<file path="config.mk">
export PLATFORM = sky130hd
export DESIGN_NAME = mem_port_arbiter
export DESIGN_NICKNAME = d
export VERILOG_FILES = /design/src/rtl/mem_port_arbiter.sv
export SDC_FILE = /design/constraint.sdc
export NUM_CORES = 1
export LEC_CHECK = 0
export ABC_AREA = 1
export BUFFER_PORTS_ARGS = -buffer_cell sky130_fd_sc_hd__buf_4
export CORE_ASPECT_RATIO = 1.25
export CORE_UTILIZATION = 30
export DETAILED_ROUTE_END_ITERATION = 12
export GPL_TIMING_DRIVEN = 1
export PLACE_DENSITY = 0.66
export REMOVE_ABC_BUFFERS = 1
export SLEW_MARGIN = 20
export SYNTH_ARGS = -nofsm -noshare
export SYNTH_HDL_FRONTEND = slang
export SYNTH_SLANG_ARGS = --single-unit
</file>
<file path="constraint.sdc">
create_clock -name clk -period 1.4 [get_ports clk]
set_input_delay 0.07 -clock clk [delete_from_list [all_inputs] [get_ports clk]]
set_output_delay 0.07 -clock clk [all_outputs]
set_load 0.01 [all_outputs]
</file>
<file path="src/rtl/mem_port_arbiter.sv">
// Shares one SRAM-like memory port between instruction fetch and the memory
// stage: fixed data-over-inst priority, a single outstanding transaction.
module mem_port_arbiter #(
  parameter int unsigned ADDR_W = 32,
  parameter int unsigned DATA_W = 32
) (
  input  logic                clk,
  input  logic                rst,
  input  logic                inst_req,
  input  logic [ADDR_W-1:0]   inst_addr,
  output logic [DATA_W-1:0]   inst_rdata,
  output logic                inst_data_ok,
  output logic                inst_stall,
  input  logic                data_req,
  input  logic                data_wr,
  input  logic [DATA_W/8-1:0] data_wen,
  input  logic [ADDR_W-1:0]   data_addr,
  input  logic [DATA_W-1:0]   data_wdata,
  output logic [DATA_W-1:0]   data_rdata,
  output logic                data_data_ok,
  output logic                data_stall,
  input  logic                flush,
  output logic                mem_req,
  output logic                mem_wr,
  output logic [DATA_W/8-1:0] mem_wen,
  output logic [ADDR_W-1:0]   mem_addr,
  output logic [DATA_W-1:0]   mem_wdata,
  input  logic                mem_addr_ok,
  input  logic                mem_data_ok,
  input  logic [DATA_W-1:0]   mem_rdata
);

  localparam int unsigned BE_W = DATA_W / 8;

  typedef enum logic [1:0] {S_IDLE, S_REQ, S_WAIT, S_DONE} state_e;

  state_e              state_q, state_d;
  logic                owner_q, owner_d;   // 0 = inst, 1 = data
  logic                cancel_q, cancel_d;
  logic [ADDR_W-1:0]   addr_q, addr_d;
  logic                wr_q, wr_d;
  logic [BE_W-1:0]     wen_q, wen_d;
  logic [DATA_W-1:0]   wdata_q, wdata_d;
  logic [DATA_W-1:0]   inst_rdata_q, inst_rdata_d;
  logic [DATA_W-1:0]   data_rdata_q, data_rdata_d;
  logic                mem_req_q, mem_req_d;
  logic                inst_ok_q, inst_ok_d;
  logic                data_ok_q, data_ok_d;
  logic [DATA_W-1:0]   rd_word;

  // Next-state, latch and completion logic
  always_comb begin
    state_d      = state_q;
    owner_d      = owner_q;
    cancel_d     = cancel_q;
    addr_d       = addr_q;
    wr_d         = wr_q;
    wen_d        = wen_q;
    wdata_d      = wdata_q;
    inst_rdata_d = inst_rdata_q;
    data_rdata_d = data_rdata_q;
    rd_word      = wr_q ? '0 : mem_rdata;

    case (state_q)
      S_IDLE: begin
        if (data_req) begin
          owner_d = 1'b1;
          addr_d  = data_addr;
          wr_d    = data_wr;
          wen_d   = data_wr ? data_wen : '0;
          wdata_d = data_wdata;
          state_d = S_REQ;
        end else if (inst_req) begin
          owner_d = 1'b0;
          addr_d  = inst_addr;
          wr_d    = 1'b0;
          wen_d   = '0;
          wdata_d = '0;
          state_d = S_REQ;
        end
      end
      S_REQ: begin
        // A flushed fetch that was already accepted must still drain its data beat
        if (mem_addr_ok) begin
          state_d = S_WAIT;
          if (flush && !owner_q) cancel_d = 1'b1;
        end else if (flush && !owner_q) begin
          state_d = S_IDLE;
        end
      end
      S_WAIT: begin
        if (flush && !owner_q) cancel_d = 1'b1;
        if (mem_data_ok) begin
          state_d = S_DONE;
          if (owner_q)        data_rdata_d = rd_word;
          else if (!cancel_d) inst_rdata_d = rd_word;
        end
      end
      S_DONE: begin
        cancel_d = 1'b0;
        state_d  = S_IDLE;
      end
      default: state_d = S_IDLE;
    endcase

    mem_req_d = (state_d == S_REQ);
    inst_ok_d = (state_d == S_DONE) && !owner_d && !cancel_d;
    data_ok_d = (state_d == S_DONE) && owner_d;
  end

  always_ff @(posedge clk or negedge rst) begin
    if (!rst) begin
      state_q      <= S_IDLE;
      owner_q      <= 1'b0;
      cancel_q     <= 1'b0;
      addr_q       <= '0;
      wr_q         <= 1'b0;
      wen_q        <= '0;
      wdata_q      <= '0;
      inst_rdata_q <= '0;
      data_rdata_q <= '0;
      mem_req_q    <= 1'b0;
      inst_ok_q    <= 1'b0;
      data_ok_q    <= 1'b0;
    end else begin
      state_q      <= state_d;
      owner_q      <= owner_d;
      cancel_q     <= cancel_d;
      addr_q       <= addr_d;
      wr_q         <= wr_d;
      wen_q        <= wen_d;
      wdata_q      <= wdata_d;
      inst_rdata_q <= inst_rdata_d;
      data_rdata_q <= data_rdata_d;
      mem_req_q    <= mem_req_d;
      inst_ok_q    <= inst_ok_d;
      data_ok_q    <= data_ok_d;
    end
  end

  assign mem_req      = mem_req_q;
  assign mem_wr       = wr_q;
  assign mem_wen      = wen_q;
  assign mem_addr     = addr_q;
  assign mem_wdata    = wdata_q;
  assign inst_rdata   = inst_rdata_q;
  assign inst_data_ok = inst_ok_q;
  assign data_rdata   = data_rdata_q;
  assign data_data_ok = data_ok_q;

  // Hazard-unit stall requests follow the live request lines
  assign inst_stall = inst_req & ~inst_ok_q;
  assign data_stall = data_req & ~data_ok_q;

endmodule

</file>
Word-level counts from Yosys, hierarchy flattened:

Cells that the tools add are included.

* output and inout port bits: 138
* input port bits: 140
* logic and storage cells: 58
* register bits: 140

* bitwise gates (word level): 6
* mux-type cells: 23
* eq/ne operators: 5
* reductions and logical operators: 12

Operators by type and width (count)
* 32-bit two-way mux: 5
* 4-bit two-way mux: 3
* 2-bit two-way mux: 5
* 1-bit two-way mux: 8
* 2-bit one-hot mux with 4 select lines: 1
* 2-bit == test (second input constant): 3
* 2-bit by 1-bit == test with 1-bit output (second input constant): 2
* 1-bit logical AND: 4
* 1-bit NOT: 4
* 4-bit AND reduction: 1
* 1-bit zero test: 3
* 1-bit one-hot mux with 3 select lines: 1
* 3-bit AND reduction: 1
* 1-bit bitwise AND: 2
* 2-bit zero test: 1
* 2-bit AND reduction: 1
* 2-bit nonzero test: 1

Logic depth before layout (Yosys ltp):

* word-level depth: 8
* mapped depth: 6
* depth with buffers taken out: 5

Worst setup path after synthesis:

Ideal clock, no wire load.

* path type: flip-flop to flip-flop
* from: register state_q[1]
* to: register addr_q[25], in the netlist mem_addr[25]
* stages on the path, launching flop included: 7
* path buffers: 2
* library setup time: 116 ps
* setup slack: 146 ps
* period minus slack after synthesis: 1254 ps
* data arrival time: 1137 ps
* data required time: 1284 ps
* path through: dfrtp_1 nor2_4 o21ai_2 buf_4 buf_4 nand2_1 nand2_1

* cells in the longest elaborated chain, start to end: 2

RTL lines
* start: declaration: RTL line 37 `state_e state_q, state_d;`
* start signal: assignment: RTL line 126 `state_q <= state_d;`
* 2-bit zero test: RTL line 64 `case (state_q)`
* 2-bit AND reduction (no source line)
* end signal: assignment: RTL line 129 `addr_q <= addr_d;`
* end: declaration: RTL line 40 `logic [ADDR_W-1:0] addr_q, addr_d;`

No other way between the ends.
A chain may end at the register's enable or synchronous reset.

Final worst setup path:

* from: input port data_req
* to: register addr_q[11], in the netlist mem_addr[11]

* cells in the longest elaborated chain, start to end: 2
* elaborated cells between the ends (all ways): 3
* classes of those cells: mux (1); reduce/logical (2)

RTL lines
* start: declaration: RTL line 14 `input logic data_req,`
* 2-bit nonzero test (no source line)
* 2-bit AND reduction (no source line)

Parallel ways exist; a longest one is shown, timed or not.

==> impl_summary.log <==
INFO  metric run_status = finished clean
INFO  metric start_kind = primary input
INFO  metric synth_top_cells_by_area = sky130_fd_sc_hd__dfrtp_1 (58%), sky130_fd_sc_hd__nand2_1 (27%), sky130_fd_sc_hd__nand3_1 (3.0%), sky130_fd_sc_hd__inv_1 (2.5%), sky130_fd_sc_hd__o21ai_0 (2.5%)
INFO  metric slew_viol_final = 0
INFO  metric coreArea = 19,680 µm²
INFO  metric timing.fmax = 765.9 MHz
INFO  metric layout.nets = 1,327
INFO  metric die_area = 20,850 µm²
INFO  metric min_path_type = primary input to flip-flop
INFO  metric via_count_of_the_first_global_routing_pass = 6,591
INFO  metric timing.clock.skew = 0.008536 ns
INFO  metric cts.root.buffer_cell = sky130_fd_sc_hd__clkbuf_16
INFO  metric power_switching_share = 36.36%
INFO  metric hold_depth = 5
INFO  metric synth.yosys.warnings = 0
INFO  metric most-common-layout-cells = sky130_fd_sc_hd__nand2_1 (433), sky130_fd_sc_hd__buf_4 (286), sky130_fd_sc_hd__dfrtp_1 (139)
INFO  metric path_max_fanout = 29
INFO  metric fin_area = 10,540 µm²
INFO  metric cap_violations = 0
INFO  metric fin_crit_sh = 93.26%
INFO  metric synth_cell_types = 20
INFO  metric p_sw = 0.007193 W
INFO  metric portBuffers = 277
INFO  metric start_util = 30.91%
INFO  metric layout.cells.most_common = sky130_fd_sc_hd__nand2_1
INFO  metric hold_viol = 0
INFO  metric dr.first_iter.drc_count = 281
INFO  metric timing.setup.critical_path_class = primary input to flip-flop
INFO  metric antenna_violating_nets_post_route = 0
INFO  metric gr-total-overflow = 0
INFO  metric timing.rr.start = state_q[1]
INFO  metric global_route_wire_length_before_repair = 32.39 mm
INFO  metric setup.reg_to_reg.worst_slack = 0.13 ns
INFO  metric die_height = between 150 and 200 µm
INFO  metric yosys.area.top_type = sky130_fd_sc_hd__dfrtp_1
INFO  metric maximum_number_of_pins_on_one_net_before_global_route_repair = 64
INFO  metric tightest_slew = 0.3868 ns
INFO  metric post_synth_inst_count = 777
INFO  metric fillers = ~1,700
INFO  metric synth_top_cell_area_share = between 50% and 60%
INFO  metric synth.yosys.seq_area_share = 57.59%
INFO  metric unrepaired_setup_endpoints_after_global_routing = false
INFO  metric cts_htree_levels = 4
INFO  metric grt_antenna_before_repair = 0
INFO  metric power_frac_seq = 34.5%
INFO  metric antenna-diode-count = 0
INFO  metric ys_ff_latch = 140
INFO  metric min_delay_worst_endpoint = mem_addr[21]
INFO  metric avgRoutedWirePerCell = around 14 µm
INFO  metric route.final.wire_length = just over 20 mm
INFO  metric clk_pin_slew_worst_paths = about 0.06 ns
INFO  metric drt-pass1-iter-count = 4
INFO  metric area.growth.synth_to_final = 73.32%
INFO  metric cts_buffers = 17
INFO  metric num_vias = approximately 6,500
INFO  metric cts_tree = yes
INFO  metric comb_power_share = 42.7%
INFO  metric power_density = approximately 1900 nW/µm²
INFO  metric setup.worst_path.end_class = flip-flop
INFO  metric cts_num_sinks = between 100 and 150
INFO  metric regToRegEndpoint = mem_wen[2]
INFO  metric min_period = 1.306 ns
INFO  metric cp_data_arrival_time = 1.61 ns
INFO  metric peakVddDrop = approximately 0.85 mV
INFO  metric cts_post_setup_buffers_inserted = 0
INFO  metric pwr-share-clk = 22.9%
INFO  metric slew_headroom = about three quarters
INFO  metric internal_power = 0.01259 W
INFO  metric worstHoldStart = data_addr[21]
INFO  metric syn_area_per_cell = 7.829 µm²
INFO  metric drcViolationCount = 0
INFO  metric reg2reg_depth = 5
INFO  metric gp_congestion = 0.7515
INFO  metric placement_rows = 57
INFO  metric clk-insertion-delay-late = 0.42 ns
INFO  metric synth.cell_area = 6083 µm²
INFO  metric fin_ws = 0.09436 ns
INFO  metric chipWidth = 129.4 µm
INFO  metric placement.setup.worst_slack = ~0.082 ns
INFO  metric cp_data_required_time = between 1.5 and 2 ns
INFO  metric dpl.hpwl = 12.82 mm
INFO  metric post_route_cells_drive_above_1_share = 28.19%
INFO  metric grtUsageTotal = 19.85%
INFO  metric post_drt_via_cell_ratio = 4.451
INFO  metric cts.path.max_buffers = 2
INFO  metric final_report_setup_violation_count = 0
INFO  metric static-leakage-power = 5.865 nW
INFO  metric ios = 278
INFO  metric dpl_cell_area = roughly 8600 µm²
per-stage QoR:
step	std cells	util, %	hold WS [ns]	power, W	setup TNS [ns]
3_3_place_gp	1298	43.65	-0.06322	0.01477	0
5_1_grt	1464	53.57	0.04332	0.02115	0
3_5_place_dp	1298	43.65	-0.06328	0.01492	0
6_report	1464	53.57	0.03619	0.01978	0
2_1_floorplan	734	-	-0.2256	0.01020	-75.58
4_1_cts	1464	53.54	0.01229	0.01988	0
Yosys cell counts:
master                       n
sky130_fd_sc_hd__a21oi_1     1
sky130_fd_sc_hd__buf_1       3
sky130_fd_sc_hd__buf_2      11
sky130_fd_sc_hd__buf_4       5
sky130_fd_sc_hd__buf_6       3
sky130_fd_sc_hd__clkbuf_1   21
sky130_fd_sc_hd__clkinv_1    1
sky130_fd_sc_hd__dfrtp_1   140
sky130_fd_sc_hd__inv_1      40
sky130_fd_sc_hd__inv_2       2
sky130_fd_sc_hd__nand2_1   433
sky130_fd_sc_hd__nand3_1    37
sky130_fd_sc_hd__nand3_2     1
sky130_fd_sc_hd__nand4_1     1
sky130_fd_sc_hd__nand4_2     1
sky130_fd_sc_hd__nor2_1     35
sky130_fd_sc_hd__nor2_4      2
sky130_fd_sc_hd__o21ai_0    30
sky130_fd_sc_hd__o21ai_1     9
sky130_fd_sc_hd__o21ai_2     1
logic make-up after synthesis:
group | Yosys count | share of synthesized area (%)
flip-flops | 140 | 57.59
buffers and inverters | 86 | 6.211
AO/OA/AOI/OAI | 41 | 3.435
AND/OR/NAND/NOR | 510 | 32.76
worst max-delay path, stage by stage:
cell	delay, ns
sky130_fd_sc_hd__buf_4	0.13
sky130_fd_sc_hd__clkinv_1	0.20
sky130_fd_sc_hd__buf_4	0.30
sky130_fd_sc_hd__nand2_1	0.12
sky130_fd_sc_hd__nand2_1	0.06
sky130_fd_sc_hd__dlygate4sd3_1	0.57
sky130_fd_sc_hd__nand2_1	0.08
sky130_fd_sc_hd__nand2_1	0.05
how the worst max path moves through the flow:
stage               start       endpoint  slack, ns  cells after the start
2_1_floorplan    data_req    mem_addr[0]      -0.95                      4
3_5_place_dp   state_q[0]  inst_rdata[6]       0.08                      5
5_1_grt           owner_q  inst_rdata[5]      0.004                      5
3_3_place_gp   state_q[0]  inst_rdata[0]       0.12                      5
4_1_cts            mem_wr         mem_wr      0.006                      2
6_report         data_req   mem_addr[11]       0.09                      8
metal layers:
layer  routed length, µm  global-route usage (%)  vias to the layer above
met5                   0                       0                        -
met4                 394                   6.631                        0
met3                1714                   5.962                       30
met2               10200                   34.53                      238
met1                8357                   22.99                     3070
li1                    -                       -                     3178
flip-flops by register name, indices dropped and copies added (netlist names):
| signal | flops |
|---|---|
| data_data_ok | 1 |
| data_rdata | 32 |
| cancel_q | 1 |
| mem_wdata | 32 |
| inst_data_ok | 1 |
| mem_wen | 4 |
| mem_addr | 32 |
| inst_rdata | 32 |
| mem_req | 1 |
| mem_wr | 1 |
| owner_q | 1 |
| state_q | 2 |
power by group through the flow:
stage	combinational (W)	clock, W	sequential (W)
CTS	0.00844	0.00464	0.00680
global placement	0.00798	0	0.00679
global route	0.00929	0.00481	0.00706
finish	0.00844	0.00452	0.00682
floorplan	0.00257	0	0.00762
detailed placement	0.00811	0	0.00681
final cells by class:
cell class	count	area [µm²]	area share (%)
repair buffers	434	3741	35.48
well taps	265	331.6	3.145
clock inverters	9	111.4	1.056
inverters	43	161.4	1.531
clock buffers	22	484.2	4.592
multi-input cells	551	2210	20.96
flip-flops and latches	140	3505	33.24
timing repair:
item / 4_1_cts / 5_1_grt
hold endpoints to repair: 278 / 0
hold buffers: 135 / 0
resized for setup: 0 / 3
endpoints found under the setup margin: 0 / 27
Power figures use the tool's default switching activity.
